--- src/rtl/display_scan_ctrl.sv ---
// display_scan_ctrl
// Scan scheduler for a 3-digit multiplexed 7-segment display.
// Each digit gets a slot of SCAN_DIV clocks. The first BLANK_CYC clocks of a
// slot are blank to avoid ghosting, and the digit is shown for the rest of the
// slot. A BCD value loaded through load/load_ack sits in a pending register and
// is moved into the displayed (shadow) register only at a frame boundary or
// while idle. A frame therefore never mixes digits from two different values.
//
// Ports:
//   clk        - system clock
//   reset      - asynchronous active-high reset
//   enable     - scanning enable; low forces IDLE
//   bcd_in     - {hundreds, tens, units} BCD value to capture
//   load       - single-cycle capture request for bcd_in
//   lz_blank   - leading-zero suppression enable
//   load_ack   - pulses when a captured value becomes the displayed value
//   frame_done - pulses after the last hundreds-digit cycle of a frame
//   display    - one-hot digit enable (001 units, 010 tens, 100 hundreds)
//   digit_disp - active-high segments {a,b,c,d,e,f,g}
module display_scan_ctrl #(
  parameter int SCAN_DIV  = 33333,
  parameter int BLANK_CYC = 1000
) (
  input  logic        clk,
  input  logic        reset,
  input  logic        enable,
  input  logic [11:0] bcd_in,
  input  logic        load,
  input  logic        lz_blank,
  output logic        load_ack,
  output logic        frame_done,
  output logic [2:0]  display,
  output logic [6:0]  digit_disp
);

  localparam int CW = (SCAN_DIV > 2) ? $clog2(SCAN_DIV) : 1;
  localparam logic [CW-1:0] SLOT_LAST  = CW'(SCAN_DIV - 1);
  localparam logic [CW-1:0] SHOW_START = CW'(BLANK_CYC);

  typedef enum logic [1:0] {IDLE, BLANK, SHOW} state_t;

  state_t          state_q, state_d;
  logic [1:0]      digitIdx_q, digitIdx_d;
  logic [CW-1:0]   slotCnt_q, slotCnt_d;
  logic            pendValid_q, pendValid_d;
  logic [11:0]     pendData_q, pendData_d;
  logic [11:0]     shadow_q, shadow_d;
  logic            loadAck_q, loadAck_d;
  logic            frameDone_q, frameDone_d;
  logic [2:0]      display_q, display_d;
  logic [6:0]      segs_q, segs_d;
  logic            frameEnd;
  logic            transfer;
  logic [3:0]      selDigit;
  logic            suppress;

  function automatic logic [6:0] decodeSeg(input logic [3:0] digit);
    case (digit)
      4'd0:    decodeSeg = 7'b1111110;
      4'd1:    decodeSeg = 7'b0110000;
      4'd2:    decodeSeg = 7'b1101101;
      4'd3:    decodeSeg = 7'b1111001;
      4'd4:    decodeSeg = 7'b0110011;
      4'd5:    decodeSeg = 7'b1011011;
      4'd6:    decodeSeg = 7'b1011111;
      4'd7:    decodeSeg = 7'b1110000;
      4'd8:    decodeSeg = 7'b1111111;
      4'd9:    decodeSeg = 7'b1111011;
      default: decodeSeg = 7'b0000000;
    endcase
  endfunction

  // Slot scheduler: one counter spans the whole slot; the blank/show split is
  // derived from where the counter sits relative to BLANK_CYC.
  always_comb begin
    state_d    = state_q;
    digitIdx_d = digitIdx_q;
    slotCnt_d  = slotCnt_q;
    frameEnd   = (state_q == SHOW) && (digitIdx_q == 2'd2) &&
                 (slotCnt_q == SLOT_LAST) && enable;
    if (!enable) begin
      state_d    = IDLE;
      digitIdx_d = 2'd0;
      slotCnt_d  = '0;
    end else begin
      case (state_q)
        IDLE: begin
          state_d    = BLANK;
          digitIdx_d = 2'd0;
          slotCnt_d  = '0;
        end
        BLANK, SHOW: begin
          if (slotCnt_q == SLOT_LAST) begin
            slotCnt_d  = '0;
            state_d    = BLANK;
            digitIdx_d = (digitIdx_q == 2'd2) ? 2'd0 : digitIdx_q + 2'd1;
          end else begin
            slotCnt_d = slotCnt_q + 1'b1;
            state_d   = (slotCnt_d >= SHOW_START) ? SHOW : BLANK;
          end
        end
        default: begin
          state_d    = IDLE;
          digitIdx_d = 2'd0;
          slotCnt_d  = '0;
        end
      endcase
    end
  end

  // Load handshake. The transfer always uses the pending value from before
  // this edge, so a coincident load stays pending for the next opportunity.
  // Blocking a transfer right after an ack keeps load_ack from ever being
  // high on two consecutive cycles while idle.
  always_comb begin
    transfer    = pendValid_q && !loadAck_q && (frameEnd || (state_q == IDLE));
    shadow_d    = transfer ? pendData_q : shadow_q;
    pendData_d  = load ? bcd_in : pendData_q;
    pendValid_d = load ? 1'b1 : (transfer ? 1'b0 : pendValid_q);
    loadAck_d   = transfer;
    frameDone_d = frameEnd;
  end

  // Output registers are computed from the next state, so the outputs line
  // up with the state that is entered on this edge.
  always_comb begin
    display_d = 3'b000;
    segs_d    = 7'b0000000;
    case (digitIdx_d)
      2'd0:    selDigit = shadow_d[3:0];
      2'd1:    selDigit = shadow_d[7:4];
      default: selDigit = shadow_d[11:8];
    endcase
    suppress = lz_blank &&
               (((digitIdx_d == 2'd2) && (shadow_d[11:8] == 4'd0)) ||
                ((digitIdx_d == 2'd1) && (shadow_d[11:4] == 8'd0)));
    if (state_d == SHOW) begin
      display_d = 3'b001 << digitIdx_d;
      segs_d    = suppress ? 7'b0000000 : decodeSeg(selDigit);
    end
  end

  always_ff @(posedge clk or posedge reset) begin
    if (reset) begin
      state_q     <= IDLE;
      digitIdx_q  <= 2'd0;
      slotCnt_q   <= '0;
      pendValid_q <= 1'b0;
      pendData_q  <= 12'h000;
      shadow_q    <= 12'h000;
      loadAck_q   <= 1'b0;
      frameDone_q <= 1'b0;
      display_q   <= 3'b000;
      segs_q      <= 7'b0000000;
    end else begin
      state_q     <= state_d;
      digitIdx_q  <= digitIdx_d;
      slotCnt_q   <= slotCnt_d;
      pendValid_q <= pendValid_d;
      pendData_q  <= pendData_d;
      shadow_q    <= shadow_d;
      loadAck_q   <= loadAck_d;
      frameDone_q <= frameDone_d;
      display_q   <= display_d;
      segs_q      <= segs_d;
    end
  end

  assign load_ack   = loadAck_q;
  assign frame_done = frameDone_q;
  assign display    = display_q;
  assign digit_disp = segs_q;

endmodule
--- config.mk ---
export PLATFORM = sky130hd
export DESIGN_NAME = display_scan_ctrl
export DESIGN_NICKNAME = d
export VERILOG_FILES = /design/src/rtl/display_scan_ctrl.sv
export SDC_FILE = /design/constraint.sdc
export NUM_CORES = 1
export LEC_CHECK = 0
export CAP_MARGIN = 20
export CORE_AREA = 4 4 96 98
export DETAILED_ROUTE_END_ITERATION = 10
export DIE_AREA = 0 0 100 102
export GPL_TIMING_DRIVEN = 0
export PLACE_DENSITY = 0.64
export SYNTH_ARGS = -nofsm -noshare
export SYNTH_HDL_FRONTEND = slang
export SYNTH_SLANG_ARGS = --single-unit
--- constraint.sdc ---
create_clock -name clk -period 4.1 [get_ports clk]
set_clock_uncertainty 0.15 [all_clocks]
set_input_delay 0.615 -clock clk [delete_from_list [all_inputs] [get_ports clk]]
set_output_delay 0.615 -clock clk [all_outputs]
set_load 0.03 [all_outputs]
# == Word level (Yosys, flattened, before mapping) ==
# Memories as Yosys holds them, arrays and structs flattened.
# Index checks and enable logic that the tools add are counted.
# op_classes
addsub,2
div_mod_pow,0
n_shift,1
n_reduce_logical,17
mul,0
n_eq_ne,7
n_bitwise,0
order_cmp,1
mux,18
# op_table
cell,count
16-bit two-way mux,3
16-bit by 1-bit adder with 16-bit output (second input constant),1
16-bit equality test (second input constant),1
16-bit by 10-bit >= comparator with 1-bit output (second input constant),1
2-bit two-way mux,7
7-bit two-way mux,2
12-bit two-way mux,1
2-bit equality test (second input constant),4
1-bit logical AND,8
8-bit zero test,1
4-bit case mux with 2 select lines,1
2-bit by 1-bit equality test with 1-bit output (second input constant),2
2-bit zero test,2
4-bit zero test,1
2-bit case mux with 2 select lines,1
3-bit two-way mux,1
1-bit by 2-bit << shifter with 3-bit output (first input constant),1
2-bit by 1-bit adder with 2-bit output (second input constant),1
1-bit logical OR,2
1-bit two-way mux,2
2-bit nonzero test,1
2-bit OR reduction,1
1-bit zero test,1
# totals
word_cells,57
out_inout_bits,12
memories,1
reg_bits,57
latch_bits,0
romBits,112
ramBits,0
in_bits,17
# mem_list
name,words,word_bits,rd,rd_clocked_by_memory_dff,wr,line,text
(name not given),16,7,1,0,0,58,case (digit)

# == Longest topological paths before layout ==
# depth
word_depth,13
depth_mapped,12
ltp_nobuf,12

# == Worst setup path before layout ==
# OpenSTA, ideal clock, no wires.
# synth_path
path_type,register to register
from,register slotCnt_q[0]
to,"register segs_q[3], in the netlist digit_disp[3]"
stages_incl_launch_ff,12
required_time_ns,3.863
t_arrival_ns,2.774
slack_ns,1.089
path_buffers,0
synth_period_minus_slack_ns,3.011
setup_ns,0.087
cell_sequence,dfrtp_1 inv_1 ha_1 nor4b_2 a41o_2 nand2_4 mux2_2 o221ai_1 inv_1 ha_1 mux2_1 a211oi_2
# synth_via
elab_chain_cells,12
elab_cells_between_ends,29
classes_between,add/sub (1); order compare (1); eq/ne (4); mux (11); reduce/logical (11); memory (1)
# synth_lines
item,line,text
start: declaration,44,"logic [CW-1:0] slotCnt_q, slotCnt_d;"
start signal: assignment,158,slotCnt_q <= slotCnt_d;
16-bit equality test (*),80,(slotCnt_q == SLOT_LAST) && enable;
1-bit logical AND (*),79,frameEnd = (state_q == SHOW) && (digitIdx_q == 2'd2) &&
1-bit logical AND (*),80,
1-bit logical OR (*),116,transfer = pendValid_q && !loadAck_q && (frameEnd || (state_q == IDLE));
1-bit logical AND (*),116,
12-bit two-way mux (*),117,shadow_d = transfer ? pendData_q : shadow_q;
net shadow_d[4],47,"logic [11:0] shadow_q, shadow_d;"
branches (longest 4 deep; another with memory 16 x 7 bit),--,
7-bit two-way mux (*),139,segs_d = suppress ? 7'b0000000 : decodeSeg(selDigit);
7-bit two-way mux (*),137,if (state_d == SHOW) begin
net segs_d[3],51,"logic [6:0] segs_q, segs_d;"
end signal: assignment,165,segs_q <= segs_d;
end: declaration,51,
# Mark *: on every way through the listed nets, which the timed path passes.
# A chain may end at the register's enable or synchronous reset.

# == Worst setup path in the final report ==
# layout_path
from,input enable
to,"register segs_q[3], in the netlist digit_disp[3]"
# layout_via
elab_chain_cells,10
elab_cells_between_ends,20
classes_between,eq/ne (3); mux (6); reduce/logical (10); memory (1)
# layout_lines
item,line,text
start: declaration,26,"input logic enable,"
1-bit logical AND (*),80,
1-bit logical OR (*),116,
1-bit logical AND (*),116,
12-bit two-way mux (*),117,
net shadow_d[4],47,
branches (longest 4 deep; another with memory 16 x 7 bit),--,
7-bit two-way mux (*),139,
7-bit two-way mux (*),137,
net segs_d[3],51,
# Marked as above.

==> impl_results.md <==
* Count of different cell masters after synthesis at between 60 and 70
* DRC at 0
* Count of standard-cell rows at 34
* Share of cells above drive strength 1 at 0.228
* Initial antenna violation count at 0
* Clk_lat worst skew at 0.33 ns
* Wire length of the first global-routing pass at ~12,000 um
* Leak at 1.66 nW
* Vias in the first global route at 2,396
* Ys async rst share at 1.00
* DP HPWL at ~4900 um
* Fin nets at roughly 370
* Critical Path Sink Type: flip-flop
* CTS clk-pin slew, worst paths at around 0.07 ns
* Initial Util at 0.386
* Total GRT Usage at 0.141
* Drt pass-1 iters at 4
* Max-cap violations at 0
* Setup crit end: digit_disp[3]$_DFF_PP0_
* Post-synth top area share at 0.437
* Status: finished clean
* RSZ-0062 raised after global routing: false
* Final Cycle Share at 0.855
* Seq/Total Area, Yosys at 0.437
* Worst Hold Class: flip-flop to flip-flop
* Achievable clock frequency at about 290 MHz
* Top cells by area, synth: dfrtp_1, mux2_2, ha_1, nor2_1, nand3_1
* Reg2reg end: digit_disp[3]$_DFF_PP0_
* Netlist Area Pre-Place at around 3300 sq um
* Largest net degree at the start of global routing at 43
* Top Ports at 29
* Max-slew headroom at 0.640
* PortBufs at 28
* Clk sinks at between 50 and 60
* Drt wl/cell at roughly 15 um
* Cts repair resizes at 0
* Clock tree root buffer cell: clkbuf_8
* Core area at approximately 8500 sq um
* Hold_ws at approximately 0.34 ns
* Layout area overhead at 19.6%
* Mapped Cells at between 300 and 400
* Diodes inserted at 0
* Vias at 2,396
* Syn Area/Cell at between 10 and 15 sq um
* Yosys warns at 0
* Critical Path Start Type: input pin
* Worst EP required at approximately 4.2 ns
* Max FO, Critical Path at 8
* Routed Antenna Nets at 0
* Reg2reg setup slack at 0.66 ns
* CTS tree: done
* Main flop type after synthesis: dfrtp_1
* Setup TNS at 0 ns
* Placer's final routability congestion estimate at slightly below 0.8
* Synth Net Count at ~330
* Die area at 10,200 sq um
* Htree depth at 3
* Post-synth top area cell: dfrtp_1
* Post-synthesis register bit count at 57
* Die Y at a little over 100 um
* Final hold viol count at 0
* DR iter-0 viols at ~110
* Cell Pwr Density at about 370 nW/um^2
* Die width at ~100 um
* Num CTS Buffers at 9
* Commonest cells after routing, fill and taps aside: dfrtp_1, clkdlybuf4s50_1, nor2_1, nand3_1, nand2_1
* Post-synth EDFFs at 0
* Commonest non-fill, non-tap cell in the layout: dfrtp_1
* Slew @ Worst Pin at 0.540 ns
* Number of fill cells at slightly below 800
* GRT overflow at 0
* Bufs on Longest Clock Path at 2
* Crit. Startpoint: enable
* Via density at between 5 and 6
* Max Slew Vio Count at 0
* Setup-failing EPs final at 0
* Worst EP arrival at roughly 3.6 ns
* Worst Reg-to-Reg Cells at 11
* Worst IR Drop VDD at about 200 uV
* Worst R2R Start: slotCnt_q[0]$_DFF_PP0_
* CP Class: input pin to flip-flop
* CTS Hold Bufs at 0
* Min Tclk post-route at around 3.5 ns
* DRT Wirelength at roughly 6700 um
* Post-CTS setup buffer count at 0
==> cells in the mapped netlist, types with 2 or more instances <==
library cell  instances
dfrtp_1              57
nor2_1               24
nand3_1              17
nand2_1              16
mux2_2               15
inv_1                14
buf_2                11
ha_1                 10
nand4_1              10
xnor2_1               9
nor3_1                7
o21ai_0               7
o211ai_1              6
and4b_1               5
mux2_4                5
xor2_1                5
a21oi_1               4
nor4_1                4
or3_1                 4
a211oi_1              3
a31oi_1               3
and3_1                3
nor2b_1               3
nor4b_2               3
a22oi_1               2
a311oi_1              2
and2_1                2
and3b_1               2
buf_4                 2
buf_6                 2
clkbuf_1              2
nand2_2               2
nand2_4               2
nand3_2               2
nand4_2               2
nor3b_1               2
o2111ai_1             2
or4_1                 2
==> how the worst min path moves through the flow <==
stage,slack [ns],start,cells after the start,endpoint
finish,0.34,pendValid_q$_DFFE_PP0P_,1,pendValid_q$_DFFE_PP0P_
global route,0.37,pendValid_q$_DFFE_PP0P_,1,pendValid_q$_DFFE_PP0P_
CTS,0.34,pendValid_q$_DFFE_PP0P_,1,pendValid_q$_DFFE_PP0P_
detailed placement,0.33,pendValid_q$_DFFE_PP0P_,1,pendValid_q$_DFFE_PP0P_
global placement,0.31,pendValid_q$_DFFE_PP0P_,1,pendValid_q$_DFFE_PP0P_
floorplan,0.29,pendValid_q$_DFFE_PP0P_,1,pendValid_q$_DFFE_PP0P_
==> sequential cells by signal, summed over array words and instances (netlist names) <==
| register | cells |
|---|---|
| pendValid_q | 1 |
| digit_disp | 7 |
| slotCnt_q | 16 |
| state_q | 2 |
| frame_done | 1 |
| shadow_q | 12 |
| pendData_q | 12 |
| digitIdx_q | 2 |
| load_ack | 1 |
| display | 3 |
==> kinds of logic after synthesis <==
family,after synthesis,synth area share
AO/OA/AOI/OAI,47,0.129
buffers and inverters,33,0.0506
XOR/XNOR,14,0.0375
adder cells (fa/ha/maj),10,0.0383
multiplexers,22,0.0824
AND/OR/NAND/NOR,119,0.226
flip-flops,57,0.437
==> layout make-up <==
cell class | instances | area, sq um | area share
repair buffers | 29 | 300 | 0.0769
clock buffers | 10 | 138 | 0.0352
multi-input cells | 212 | 1670 | 0.429
flip-flops and latches | 57 | 1430 | 0.365
plain buffers | 17 | 100 | 0.0256
well taps | 108 | 135 | 0.0346
clock inverters | 6 | 66.3 | 0.0170
inverters | 16 | 65.1 | 0.0167
==> through the flow <==
stage | worst slack, ns | instance area (sq um) | total power [W] | std cells | utilization
after floorplan | 1.09 | 3270 | 0.000854 | 302 | -
after global placement | 0.252 | 3680 | 0.000921 | 438 | 0.435
after detailed placement | 0.259 | 3700 | 0.000931 | 439 | 0.437
after CTS | 0.578 | 3910 | 0.00147 | 455 | 0.461
after global routing | 0.361 | 3910 | 0.00154 | 455 | 0.461
final | 0.596 | 3910 | 0.00146 | 455 | 0.461
==> power by group <==
group          internal (W)  total [W]  switching, W
Clock              0.000298   0.000536      0.000238
Combinational      0.000125   0.000275      0.000150
Sequential         0.000615   0.000645     0.0000292
Total               0.00104    0.00146      0.000417
==> routing by layer <==
| layer | vias to the layer above | share of wire | track usage |
|---|---|---|---|
| met2 | 49 | 0.45 | 0.215 |
| li1 | 1184 | - | - |
| met3 | 6 | 0.048 | 0.0355 |
| met5 | - | 0 | 0 |
| met1 | 1157 | 0.49 | 0.195 |
| met4 | 0 | 0.0098 | 0.0508 |
==> worst max-delay path: stages <==
cell and delay, ns:
clkdlybuf4s50_1 0.56, and4b_1 0.30, o21a_1 0.31, nand2_4 0.15, mux2_2 0.32, o221ai_1 0.46
inv_1 0.13, ha_1 0.24, mux2_1 0.30, a211oi_2 0.21
Note: power is estimated with default switching activity, not from simulation.
